## config.mk

```make
export PLATFORM = sky130hd
export DESIGN_NAME = rr_stream_mux
export DESIGN_NICKNAME = d
export VERILOG_FILES = /design/src/rtl/rr_stream_mux_pkg.sv /design/src/rtl/rr_stream_mux_arbiter.sv /design/src/rtl/rr_stream_mux.sv
export SDC_FILE = /design/constraint.sdc
export NUM_CORES = 1
export LEC_CHECK = 0
export ABC_AREA = 1
export BUFFER_PORTS_ARGS = -buffer_cell sky130_fd_sc_hd__buf_2
export CAP_MARGIN = 20
export CORE_MARGIN = 2
export CORE_UTILIZATION = 52
export CTS_BUF_LIST = sky130_fd_sc_hd__clkbuf_8
export DETAILED_ROUTE_END_ITERATION = 7
export PLACE_DENSITY = 0.89
export SLEW_MARGIN = 10
export SYNTH_ARGS = -nofsm -noshare
export SYNTH_HDL_FRONTEND = slang
export SYNTH_SLANG_ARGS = --single-unit
```

## constraint.sdc

```tcl
create_clock -name clk -period 8.83 [get_ports clk]
set_input_delay 1.766 -clock clk [delete_from_list [all_inputs] [get_ports clk]]
set_output_delay 1.766 -clock clk [all_outputs]
set_load 0.03 [all_outputs]
```

## src/rtl/rr_stream_mux_pkg.sv

```systemverilog
// Shared constants and helpers for the round-robin stream multiplexer.
// Mode encodings are shared with the other muxes in this codebase.
package rr_stream_mux_pkg;

  localparam int MODE_FIXED = 0;
  localparam int MODE_RR    = 1;

  // Index increment with wrap-around over n channels.
  function automatic int wrap_inc(input int idx, input int n);
    return (idx + 1 >= n) ? 0 : idx + 1;
  endfunction

endpackage

```

## src/rtl/rr_stream_mux_arbiter.sv

```systemverilog
// Combinational arbiter: fixed priority, round-robin from ptr, or forced select.
// Produces a one-hot grant and its binary index; no grant means grant == 0.
module rr_arbiter
  import rr_stream_mux_pkg::*;
#(
  parameter int NUM_INPUTS = 4,
  parameter int MODE       = MODE_RR
) (
  input  logic [NUM_INPUTS-1:0]         req,
  input  logic [$clog2(NUM_INPUTS)-1:0] ptr,
  input  logic                          force_en,
  input  logic [$clog2(NUM_INPUTS)-1:0] force_sel,
  output logic [NUM_INPUTS-1:0]         grant,
  output logic [$clog2(NUM_INPUTS)-1:0] grant_idx
);

  localparam int SW = $clog2(NUM_INPUTS);

  int   win;
  int   idx;
  logic found;

  always_comb begin
    win   = 0;
    idx   = 0;
    found = 1'b0;
    if (force_en) begin
      // Out-of-range force_sel never matches a channel, so it yields no grant.
      for (int i = 0; i < NUM_INPUTS; i++) begin
        if (force_sel == SW'(i) && req[i]) begin
          win   = i;
          found = 1'b1;
        end
      end
    end else if (MODE == MODE_FIXED) begin
      for (int i = NUM_INPUTS - 1; i >= 0; i--) begin
        if (req[i]) begin
          win   = i;
          found = 1'b1;
        end
      end
    end else begin
      for (int k = 0; k < NUM_INPUTS; k++) begin
        idx = int'(ptr) + k;
        if (idx >= NUM_INPUTS) idx = idx - NUM_INPUTS;
        for (int i = 0; i < NUM_INPUTS; i++) begin
          if (!found && idx == i && req[i]) begin
            win   = i;
            found = 1'b1;
          end
        end
      end
    end
  end

  always_comb begin
    grant = '0;
    for (int i = 0; i < NUM_INPUTS; i++) grant[i] = found && (win == i);
    grant_idx = SW'(win);
  end

endmodule

```

## src/rtl/rr_stream_mux.sv

```systemverilog
// N:1 valid/ready stream mux with one registered output stage.
// Arbitration is round-robin, fixed priority, or forced by force_sel.
module rr_stream_mux
  import rr_stream_mux_pkg::*;
#(
  parameter int WIDTH      = 32,
  parameter int NUM_INPUTS = 4,
  parameter int SEL_WIDTH  = 2,
  parameter int MODE       = MODE_RR
) (
  input  logic                        clk,
  input  logic                        reset,
  input  logic [NUM_INPUTS*WIDTH-1:0] in_data,
  input  logic [NUM_INPUTS-1:0]       in_valid,
  output logic [NUM_INPUTS-1:0]       in_ready,
  input  logic                        force_en,
  input  logic [SEL_WIDTH-1:0]        force_sel,
  output logic [WIDTH-1:0]            out_data,
  output logic [SEL_WIDTH-1:0]        out_sel,
  output logic                        out_valid,
  input  logic                        out_ready
);

  if (SEL_WIDTH != $clog2(NUM_INPUTS) || NUM_INPUTS < 2) begin : g_param_check
    $fatal(1, "rr_stream_mux: SEL_WIDTH must equal $clog2(NUM_INPUTS) and NUM_INPUTS >= 2");
  end

  logic [NUM_INPUTS-1:0] grant;
  logic [SEL_WIDTH-1:0]  grant_idx;
  logic [SEL_WIDTH-1:0]  ptr_q;
  logic                  load;
  logic                  xfer;
  logic [WIDTH-1:0]      data_p0;

  logic [WIDTH-1:0]      data_p1;
  logic [SEL_WIDTH-1:0]  sel_p1;
  logic                  vld_p1;

  rr_arbiter #(
    .NUM_INPUTS (NUM_INPUTS),
    .MODE       (MODE)
  ) u_arb (
    .req       (in_valid),
    .ptr       (ptr_q),
    .force_en  (force_en),
    .force_sel (force_sel),
    .grant     (grant),
    .grant_idx (grant_idx)
  );

  // Stage p0: arbitration and data select
  assign load     = !vld_p1 || out_ready;
  assign xfer     = load && (|grant);
  assign in_ready = (load && !reset) ? grant : '0;
  assign data_p0  = in_data[int'(grant_idx)*WIDTH +: WIDTH];

  // Stage p1: output register and round-robin pointer
  always_ff @(posedge clk or posedge reset) begin
    if (reset) begin
      vld_p1  <= 1'b0;
      data_p1 <= '0;
      sel_p1  <= '0;
      ptr_q   <= '0;
    end else if (load) begin
      vld_p1 <= xfer;
      if (xfer) begin
        data_p1 <= data_p0;
        sel_p1  <= grant_idx;
        if (MODE == MODE_RR) ptr_q <= SEL_WIDTH'(wrap_inc(int'(grant_idx), NUM_INPUTS));
      end
    end
  end

  assign out_data  = data_p1;
  assign out_sel   = sel_p1;
  assign out_valid = vld_p1;

endmodule
```

== Yosys cells after proc, flatten, opt, wreduce, memory -nomap -nowiden ==
Index checks and enable logic that the tools add are counted.
Word-level totals
  input port bits: 138
  register bits after elaboration: 37
  output and inout port bits: 39
Cells by class
  eq/ne operators: 18
  muxes and demuxes: 65
  add/subtract/negate cells: 8
  shift operators: 1
  order comparisons: 5
  reduce and logical (&&, ||, !) cells: 67
Operator list (number)
  32-bit by 3-bit equality test with 1-bit output, second input constant: 10
  32-bit 2-to-1 mux: 9
  32-bit by 2-bit equality test with 1-bit output, second input constant: 5
  32-bit logical NOT: 5
  128-bit by 8-bit variable part select with 32-bit output: 1
  32-bit by 4-bit >= comparator with 1-bit output, second input constant: 3
  32-bit by 4-bit subtractor with 32-bit output, second input constant: 3
  1-bit logical AND: 41
  1-bit 2-to-1 mux: 38
  2-bit 2-to-1 mux: 17
  1-bit logical NOT: 17
  2-bit by 1-bit adder with 3-bit output, second input constant: 2
  2-bit by 2-bit adder with 3-bit output, second input constant: 2
  2-bit equality test, second input constant: 2
  4-bit 2-to-1 mux: 1
  4-bit OR reduction: 1
  2-bit by 3-bit subtractor with 4-bit output, second input constant: 1
  2-bit by 3-bit >= comparator with 1-bit output, second input constant: 1
  3-bit >= comparator, second input constant: 1
  2-bit by 1-bit equality test with 1-bit output, second input constant: 1
  2-bit logical NOT: 1
  2-bit AND reduction: 1
  1-bit logical OR: 1

== Longest topological paths before layout ==
Gate-level depths: netlist of run 1.
  word-level depth: 87
  depth in mapped cells: 26
  gate-level depth less buffers: 22

== Modules after synthesis ==
From an unflattened synthesis of run 1, not the netlist that was laid out.
Unflattened totals
  cell total of the unflattened synthesis: 625
  area total of the unflattened synthesis: 3492.1 µm²
Modules (own cells, without submodules)
  rr_stream_mux: times used 1, cells an instance 546, area each 3049.2 µm²
  rr_arbiter: times used 1, cells an instance 79, area each 442.9 µm²

== Worst setup path after synthesis of run 1 ==
Ideal clock, no wire load.
  path type: input to output
  from: in in_valid[3]
  to: out in_ready[3]
  data required time: 7064 ps
  stages: 18
  arrival: 3645 ps
  buffers on the path: 2
  setup slack: 3419 ps
  cells stage by stage: nand3_1 -> nand2_1 -> nor2_1 -> nand4_1 -> nor2_1 -> nand4_1 -> nor2_1 -> nor2_1 -> nand2_1 -> nor2_1 -> nand2_2 -> nand2_2 -> buf_6 -> buf_6 -> inv_1 -> ha_1 -> nand2_1 -> nor2_1
On the way
  longest elaborated chain between the ends: 66
  elaborated cells on any way between the ends: 83
  those cells by class: 1 x eq/ne; 43 x mux; 39 x reduce/logical
Ends and longest elaborated chain
  start: declaration: RTL line rr_stream_mux.sv:14  | input logic [NUM_INPUTS-1:0] in_valid,
  1-bit logical AND: RTL line rr_stream_mux_arbiter.sv:47  | if (!found && idx == i && req[i]) begin
  1-bit 2-to-1 mux: RTL line rr_stream_mux_arbiter.sv:47
  1-bit 2-to-1 mux: RTL line rr_stream_mux_arbiter.sv:27  | if (force_en) begin
  1-bit logical NOT: RTL line rr_stream_mux_arbiter.sv:47
  1-bit logical AND (2 in series): RTL line rr_stream_mux_arbiter.sv:47
  1-bit 2-to-1 mux: RTL line rr_stream_mux_arbiter.sv:47
  1-bit 2-to-1 mux: RTL line rr_stream_mux_arbiter.sv:27
  1-bit logical NOT: RTL line rr_stream_mux_arbiter.sv:47
  [49 not listed]
  1-bit logical NOT: RTL line rr_stream_mux_arbiter.sv:47
  1-bit logical AND (2 in series): RTL line rr_stream_mux_arbiter.sv:47
  2-bit 2-to-1 mux: RTL line rr_stream_mux_arbiter.sv:47
  32-bit 2-to-1 mux (*): RTL line rr_stream_mux_arbiter.sv:27
  net grant_idx[0]: RTL line rr_stream_mux.sv:29  | logic [SEL_WIDTH-1:0] grant_idx;
  32-bit by 3-bit equality test with 1-bit output (*): RTL line rr_stream_mux_arbiter.sv:58  | for (int i = 0; i < NUM_INPUTS; i++) grant[i] = found && (win == i);
  1-bit logical AND (*): RTL line rr_stream_mux_arbiter.sv:58
  4-bit 2-to-1 mux (*): RTL line rr_stream_mux.sv:54  | assign in_ready = (load && !reset) ? grant : '0;
  end: declaration: RTL line rr_stream_mux.sv:15  | output logic [NUM_INPUTS-1:0] in_ready,
Mark *: on every way through the listed nets, which the timed path passes. The rest lies on a longest branch. The select of a mux whose other input is x is not followed.

== Worst setup path after layout of run 1 ==
  from: in in_valid[3]
  to: out in_ready[1]
On the way
  longest elaborated chain between the ends: 66
  elaborated cells on any way between the ends: 83
  those cells by class: 1 x eq/ne; 43 x mux; 39 x reduce/logical
Ends and longest elaborated chain (RTL line)
  1-bit logical AND: rr_stream_mux_arbiter.sv:47
  1-bit 2-to-1 mux: rr_stream_mux_arbiter.sv:47
  1-bit 2-to-1 mux: rr_stream_mux_arbiter.sv:27
  1-bit logical NOT: rr_stream_mux_arbiter.sv:47
  1-bit logical AND (2 in series): rr_stream_mux_arbiter.sv:47
  1-bit 2-to-1 mux: rr_stream_mux_arbiter.sv:47
  1-bit 2-to-1 mux: rr_stream_mux_arbiter.sv:27
  1-bit logical NOT: rr_stream_mux_arbiter.sv:47
  [49 not listed]
  1-bit logical NOT: rr_stream_mux_arbiter.sv:47
  1-bit logical AND (2 in series): rr_stream_mux_arbiter.sv:47
  2-bit 2-to-1 mux: rr_stream_mux_arbiter.sv:47
  32-bit 2-to-1 mux (*): rr_stream_mux_arbiter.sv:27
  net grant_idx[0]: rr_stream_mux.sv:29
  32-bit by 2-bit equality test with 1-bit output (*): rr_stream_mux_arbiter.sv:58
  1-bit logical AND (*): rr_stream_mux_arbiter.sv:58
  4-bit 2-to-1 mux (*): rr_stream_mux.sv:54
Marks and branches as above.

==> impl_results.md, run 1 <==
* Clock power share at 8.7%
* Critical Path AT at 5000 ps
* Clock Skews at 3.38 ps
* Drt wl/cell at 11.7 µm
* Final Instance Count excl. Fillers at 874
* Minimum clock period at 6770 ps
* FF-to-FF setup slack at 3800 ps
* Warnings, synthesis at 0
* # setup viols final at 0
* Clock root buffer: clkbuf_8
* Area after DPL at 4380 µm²
* Net Sw Frac at 56.5%
* Worst setup SP type: input pin
* DR iter-0 viols at 240
* TritonCTS clock tree: built
* Slew HR at 49.9%
* Hold Buf Count CTS at 0
* Hold path depth at 2
* Total CTS buffers at 5
* Die Footprint at 7560 µm²
* Placed Cells at 865
* Pint at 590 µW
* Final net count at 935
* Hold Vio Cnt, Final at 0
* Top-area cell type share of the netlist area at 25.9%
* Max IR drop VDD at 0.000124 V
* Routed WL at 10200 µm
* Routed via count at 4405
* HP Class: reg2reg
* Setup repair bufs after CTS at 0
* Total power at 1360 µW
* IO buf count at 176
* Initial DRT Pass Iterations at 8
* CTS Buffer Depth at 2
* Sequential Power Share at 23.0%
* First-pass GRT wire length at 16300 µm
* WP data required at 7060 ps
* Clk Latency, worst-skew pair at 290 ps
* Worst hold path startpoint: out_data[16]
* Die Span Y at 87.0 µm
* DR vias/cell at 5.04
* Logic pwr share at 68.3%
* Max-cap violations at 0
* Worst hold endpoint: out_data[16]
* Detail Route Antenna Nets at 0
* Crit Path Max Fanout at 65
* # rows at 30
* Sequential share of the synthesized area at 25.9%
* Setup TNS at 0 ps
* Psw at 766 µW
* RD Place Congestion at 0.902
* Crit end category: output pin
* Synth Cell Area at 3580 µm²
* Worst-margin pin slew at 749 ps
* Die width at 87.0 µm
* Power Dens Cells at 302 nW/µm²
* Synth Net Count at 783
* DP Wirelength at 7420 µm
* Synth area leaders: dfrtp_1 (26%), nand2_1 (23%), nand3_1 (19%)
* Total global routing overflow at 0
* Reg2reg path depth at 24
* Core area at 6720 µm²
* Final critical-path share of the clock period at 76.7%
* DRC at 0
* Status: finished clean
* Avg Cell Area, Syn at 5.58 µm²
* Mapped Cells at 641
* Vias in the first global route at 3946
* CTS resizes at 0
* Area grow syn2layout at 25.4%
* Number of H-tree levels at 2
* Fin area at 4490 µm²
* RSZ-0062 raised after global routing: no
* Slew Limit Fails at 0
* Starting Density at 53.3%
* Initial antenna violation count at 0
* Synth unique cells at 22
* Max Clock Freq at 148 MHz
* R2R Path End: out_data[13]
* Gr usage total at 26.4%
* R2R Path Start: ptr_q[1]
* Share of layout cells above drive strength 1 at 25.8%
* Leakage Power at 0.00309 µW
* Largest net degree at the start of global routing at 69
* Ports at 177
* Diode count at 0
* CTS sink cnt at 37
* Clock slew at reported path FFs at 80 ps
* Critical path class: in2out
* Yosys top cell by area: dfrtp_1
* Util after Layout at 66.8%
* Post-synthesis register bit count at 37
[synthesized netlist by cell type]
cell	count
nor3_1	5
nand3_2	3
inv_2	4
buf_2	16
o311ai_1	1
nor2_2	2
nand2_1	220
o21ai_1	1
nand2_2	5
o211ai_1	2
buf_6	6
inv_1	148
buf_4	7
o21ai_0	2
and2_1	1
clkbuf_1	7
ha_1	4
nand3_1	138
or3b_2	1
nor2_1	23
dfrtp_1	37
nand4_1	8
[metrics by stage]
stage	hold WS (ps)	setup slack, ps
global route	498	1710
finish	475	2060
detailed placement	460	1920
CTS	481	1910
global placement	457	2130
floorplan	570	3420
[critical path: stages]
cell     delay, ps
buf_2          130
nand3_1        110
nand2_1         90
nor2_1         150
nand4_1        130
nor2_1         110
nand4_1        110
nor2_1         170
nor2_1          60
nand2_1         70
nor2_1          40
nand2_2         50
buf_4          490
nand2_2        520
buf_12         330
inv_1          110
ha_1           180
nand2_1         80
nor2_1          80
buf_2          200
[final cells by class]
type	count	area, µm²
Sequential cell	37	926
Tap cell	80	100
Clock buffer	5	68.8
Clock inverter	3	17.5
Fill cell	628	2230
Inverter	152	571
Multi-Input combinational cell	416	1870
Timing Repair Buffer	181	931
[sequential cells by signal, summed over array words and instances, names as in the netlist]
signal / cells
out_data: 32
out_sel: 2
ptr_q: 2
out_valid: 1
[kinds of logic (layout without fill, tap and decap cells)]
family                     Yosys count  count (layout)  synth area share (%)
DFF                                 37              37                  25.9
adders and majority gates            4               4                  1.40
and+or+nand+nor                    406             406                  49.4
buffers and inverters              188             341                  22.3
AOI/OAI and AO/OA                    6               6                  1.08
[power by group through the flow]
| stage | logic, µW | registers [µW] | clock network (µW) |
|---|---|---|---|
| 2_1_floorplan | 585 | 454 | 0 |
| 3_5_place_dp | 917 | 313 | 0 |
| 4_1_cts | 920 | 311 | 122 |
| 6_report | 926 | 312 | 117 |
| 5_1_grt | 1040 | 323 | 129 |
| 3_3_place_gp | 892 | 311 | 0 |
[layout by cell type, fill, tap and decap left out]
| master | synthesis | routed |
|---|---|---|
| o21ai_1 | 1 | 1 |
| buf_4 | 7 | 4 |
| buf_12 | 0 | 1 |
| o311ai_4 | 0 | 1 |
| clkbuf_8 | 0 | 5 |
| nand2_1 | 220 | 220 |
| clkinvlp_4 | 0 | 1 |
| dfrtp_1 | 37 | 37 |
| inv_1 | 148 | 148 |
| o211ai_1 | 2 | 2 |
| and2_1 | 1 | 1 |
| nor3_1 | 5 | 5 |
| nand2_2 | 5 | 5 |
| buf_2 | 16 | 176 |
| nor2_1 | 23 | 23 |
| inv_2 | 4 | 4 |
| o21ai_0 | 2 | 2 |
| nand3_1 | 138 | 138 |
| clkinv_2 | 0 | 2 |
| or3b_2 | 1 | 1 |
| ha_1 | 4 | 4 |
| nor2_2 | 2 | 2 |
| nand4_1 | 8 | 8 |
| nand3_2 | 3 | 3 |
[per-layer routing]
layer | track usage, % | up-vias | share of wire, %
met5 | 0 | - | 0
met4 | 9.94 | 0 | 1.6
met3 | 5.02 | 18 | 9.4
met2 | 47.9 | 230 | 49
met1 | 30.6 | 1939 | 40
li1 | - | 2218 | -
[worst max path at each step]
| stage | from | endpoint | slack (ps) | depth (start not counted) |
|---|---|---|---|---|
| 6_report | in_valid[3] | in_ready[1] | 2060 | 20 |
| 5_1_grt | in_valid[3] | in_ready[1] | 1710 | 20 |
| 4_1_cts | in_valid[3] | in_ready[1] | 1910 | 19 |
| 3_5_place_dp | in_valid[3] | in_ready[1] | 1920 | 19 |
| 3_3_place_gp | in_valid[3] | in_ready[3] | 2130 | 19 |
| 2_1_floorplan | in_valid[3] | in_ready[3] | 3420 | 18 |
(Power assumes the default switching activity.)
==> run 2: changes to the inputs <==
Settings changed: CORE_UTILIZATION 52 to 44, PLACE_DENSITY 0.89 to 0.8.
Clock period 8.83 ns to 5.5 ns, I/O delays scaled along.
==> run 2 against run 1 <==
Clock skew about the same. Critical path type unchanged. Clock power up 50%. Via count down 1.4%. Register-to-register slack worse by 2200 ps. Die area up 17%. Largest cell class unchanged.
==> impl_results.md, run 2 (same netlist as run 1, synthesis figures left out) <==
* Sequential Power Share at 23.6%
* Worst hold path startpoint: out_data[4]
* # rows at 32
* Placed Cells at 891
* Setup repair bufs after CTS at 0
* DRC at 0
* Largest net degree at the start of global routing at 65
* GR peak layer: met2
* Worst setup SP type: input pin
* Slew Limit Fails at 0
* CTS resizes at 0
* Detail Route Antenna Nets at 0
* Status: finished clean
* Hold Buf Count CTS at 0
* HP Class: reg2reg
* Clock power share at 8.1%
* DR vias/cell at 4.83
* Slowest CP cell: nand2_2
* Max IR drop VDD at 0.000178 V
* Critical-path cell list: buf_2, nand3_1, nand2_1, nor2_1, nand4_1, nor2_2, nand4_1, nor2_1, nand4_1, nand2_2, nand2_2, inv_1, ha_1, nand2_1, nor2_1, buf_2
* CTS sink cnt at 37
* Crit Path Max Fanout at 33
* Core area at 7810 µm²
* WP data required at 4400 ps
* Diode count at 0
* Routed WL at 10500 µm
* Leakage Power at 0.00310 µW
* Drt wl/cell at 11.7 µm
* Ports at 177
* Worst setup path start: in_valid[2]
* Worst-margin pin slew at 616 ps
* Pint at 946 µW
* Final net count at 938
* M2 GR Usage at 39.3%
* # setup viols final at 0
* Largest stage delay, worst path at 340 ps
* Clk Latency, worst-skew pair at 280 ps
* Total CTS buffers at 5
* RSZ-0062 raised after global routing: no
* First-pass GRT wire length at 16700 µm
* Clock Skews at 3.79 ps
* RD Place Congestion at 0.968
* Power Dens Cells at 480 nW/µm²
* Final Instance Count excl. Fillers at 899
* Net Sw Frac at 56.3%
* Die Span Y at 94.2 µm
* Routed via count at 4343
* Max-cap violations at 0
* Psw at 1220 µW
* Met1 usage at 30.0%
* Vias in the first global route at 3697
* Max Clock Freq at 219 MHz
* Final critical-path share of the clock period at 83.0%
* DP Wirelength at 8050 µm
* Slew HR at 58.9%
* Total global routing overflow at 0
* Logic pwr share at 68.4%
* Most common cell after layout, fill and taps aside: nand2_1
* DR iter-0 viols at 277
* Area grow syn2layout at 26.3%
* Clock root buffer: clkbuf_8
* Critical Path AT at 3470 ps
* CTS Buffer Depth at 2
* Share of layout cells above drive strength 1 at 26.1%
* Gr usage total at 23.0%
* Hold Vio Cnt, Final at 0
* Number of H-tree levels at 2
* Clock slew at reported path FFs at 70 ps
* Initial antenna violation count at 0
* Setup TNS at 0 ps
* Critical path class: in2out
* Die width at 94.2 µm
* Global Route met3 Usage at 4.90%
* R2R Path Start: ptr_q[0]
* TritonCTS clock tree: built
* Initial DRT Pass Iterations at 6
* Crit end category: output pin
* Minimum clock period at 4570 ps
* Max reg flops at 32
* IO buf count at 176
* Most frequent cells in the layout: nand2_1 (220), buf_2 (176), inv_1 (148)
* Starting Density at 45.8%
* Die Footprint at 8870 µm²
-- run 2: cell types whose count changed in the layout (fill, tap and decap cells not counted), sizes merged --
cell / change
buf: +3
clkinvlp: -1
inv: +1
-- run 2: power groups by stage --
stage / logic [µW] / registers [µW] / clock network (µW)
CTS: 1490 / 510 / 184
global route: 1660 / 525 / 199
finish: 1480 / 511 / 175
floorplan: 939 / 728 / 0
detailed placement: 1480 / 512 / 0
global placement: 1460 / 511 / 0
-- run 2: final timing paths --
path / to / slack (ps) / depth (start not counted)
hold reg to reg: out_data[4] / 480 / 2
setup / recovery: in_ready[3] / 930 / 16
hold / removal: out_data[4] / 480 / 2
setup reg to reg: out_data[0] / 1610 / 21
max in group asynchronous: out_data[0] / 4250 / 3
min in group asynchronous: out_sel[0] / 920 / 3
-- run 2: metrics by stage --
| stage | cell area, µm² | util, % | hold slack [ps] | setup slack (ps) | power, µW |
|---|---|---|---|---|---|
| finish | 4520 | 57.9 | 478 | 932 | 2170 |
| CTS | 4520 | 57.9 | 480 | 967 | 2180 |
| detailed placement | 4440 | 56.8 | 460 | 975 | 1990 |
| global placement | 4440 | 56.8 | 459 | 1020 | 1970 |
| floorplan | 3580 | - | 570 | 1420 | 1670 |
| global route | 4520 | 57.9 | 507 | 731 | 2390 |
-- run 2: area by class of cell --
cell class	instances	area, µm²
fillers	788	3290
clock buffers	5	68.8
inverters	152	571
multi-input cells	416	1870
well taps	102	128
flip-flops and latches	37	926
repair buffers	184	941
clock inverters	3	13.8
-- run 2: worst max-delay path, delay by kind of cell --
kind / cells / cell delay [ps]
buf+inv: 3 / 590
simple gates: 12 / 1600
fa+ha+maj: 1 / 190
-- run 2: routing by layer --
layer  vias to the layer above  wire length (µm)
met1                      1868              4380
met3                        18              1060
met5                         -                 0
met4                         0               147
met2                       223              4910
li1                       2234                 -
==> run 3: changes to the inputs <==
Settings changed: CORE_UTILIZATION 44 to 48, PLACE_DENSITY 0.8 to 0.83.
Clock period 5.5 ns to 4.78 ns, I/O delays scaled along.
==> run 3 against run 2 <==
Clock power is 22% higher. Combinational power is 17% higher. Die area is 8.0% lower. Via count hardly changed. Count of clock-buffer cells in the layout stayed put. Clock skew is 0.83 ps higher. Critical path depth stayed put. Design area is 0.33% higher. Sequential power is 13% higher. Critical endpoint unchanged.
==> impl_results.md, run 3 (same netlist as run 1, synthesis figures left out) <==
* Status: finished clean
* Initial antenna violation count at 0
* Initial DRT Pass Iterations at 5
* Routed via count at 4344
* HP Class: reg2reg
* Final net count at 940
* Core area at 7250 µm²
* Vias in the first global route at 4067
* Setup repair bufs after CTS at 0
* RD Place Congestion at 0.974
* Minimum clock period at 4290 ps
* Worst setup SP type: input pin
* Most frequent cells in the layout: nand2_1 (220), buf_2 (176), inv_1 (147)
* Largest stage delay, worst path at 340 ps
* Crit end category: output pin
* DR iter-0 viols at 206
* RSZ-0062 raised after global routing: no
* Slew HR at 57.3%
* Clock Skews at 4.61 ps
* Drt wl/cell at 11.7 µm
* CTS sink cnt at 37
* DP Wirelength at 7990 µm
* Die Footprint at 8160 µm²
* Max-cap violations at 0
* Hold WS at 478 ps
* Area after DPL at 4450 µm²
* Hold Buf Count CTS at 0
* Critical path class: in2out
* Largest net degree at the start of global routing at 65
* Fin area at 4540 µm²
* TritonCTS clock tree: built
* Total global routing overflow at 0
* Die Span Y at 90.3 µm
* Slowest CP cell: inv_2
* Setup TNS at 0 ps
* Power Dens Cells at 555 nW/µm²
* Slew Limit Fails at 0
* Number of H-tree levels at 2
* Placed Cells at 890
* Final critical-path share of the clock period at 89.8%
* CP bufs+invs at 3
* CTS Buffer Depth at 2
* DRC at 0
* Util after Layout at 62.5%
* Max reg flops at 32
* Diode count at 0
* Final Instance Count excl. Fillers at 898
* Critical Path AT at 3340 ps
* Max Clock Freq at 233 MHz
* Clock slew at reported path FFs at 70 ps
* Share of layout cells above drive strength 1 at 26.3%
* CTS resizes at 0
* IO buf count at 176
* Clock root buffer: clkbuf_8
* Routed WL at 10500 µm
* WP data required at 3820 ps
* Leakage Power at 0.00310 µW
* DR vias/cell at 4.84
* Cell family with most CP delay: simple AND/OR/NAND/NOR gates
* Critical-path cell list: buf_2, nand3_1, nand2_1, nor2_1, nand4_1, nor2_2, nand4_1, nor2_1, nand4_1, nand3_1, nand2_2, inv_2, ha_1, nand2_1, nor2_1, buf_2
* Most common cell after layout, fill and taps aside: nand2_1
* Total CTS buffers at 5
* Crit Path Max Fanout at 20
* # setup viols final at 0
* Worst-margin pin slew at 641 ps
* Clk Latency, worst-skew pair at 280 ps
* Starting Density at 49.3%
* Area grow syn2layout at 26.7%
* Max IR drop VDD at 0.000254 V
* Die width at 90.3 µm
* First-pass GRT wire length at 17500 µm
* # rows at 31
* Detail Route Antenna Nets at 0
* Hold Vio Cnt, Final at 0
* Fill cells at 710
* Gr usage total at 25.4%
* Ports at 177
==> run 3: final timing paths <==
kind                             start           end  slack, ps  cells past startpoint
max reg2reg                   ptr_q[1]   out_data[2]       1090                     21
min                        out_data[2]   out_data[2]        480                      2
max                        in_valid[3]   in_ready[3]        490                     16
max in group asynchronous        reset  out_data[25]       3660                      3
min in group asynchronous        reset  out_data[10]        770                      3
min reg2reg                out_data[2]   out_data[2]        480                      2
==> run 3: where the power goes <==
group          switching, µW  internal (µW)
registers                104            473
logic                   1200            527
clock network            114            101
==> run 3: layer usage <==
metal | vias up | global-route usage (%) | routed length, µm
met2 | 198 | 46.5 | 5180
met5 | - | 0 | 0
met4 | 0 | 6.03 | 126
met1 | 1905 | 30.9 | 4330
met3 | 12 | 4.51 | 840
li1 | 2229 | - | -
==> run 3: worst register-to-register path, delay by kind of cell, from the launching register on <==
kind,cells,cell delay [ps]
and+or+nand+nor,15,1640
buffers and inverters,4,1130
DFF,1,510
adders and majority gates,1,240
AOI/OAI and AO/OA,1,100
==> run 3: cell type report <==
class / count / area (µm²) / share of cell area [%]
multi-input cells: 416 / 1870 / 41.3
inverters: 152 / 571 / 12.6
clock buffers: 5 / 68.8 / 1.52
clock inverters: 3 / 17.5 / 0.386
flip-flops and latches: 37 / 926 / 20.4
well taps: 99 / 124 / 2.73
repair buffers: 186 / 956 / 21.1
==> run 3: through the flow <==
step	setup slack [ps]	total power (µW)
detailed placement	552	2310
global route	176	2770
CTS	554	2530
finish	487	2520
global placement	671	2260
floorplan	989	1920
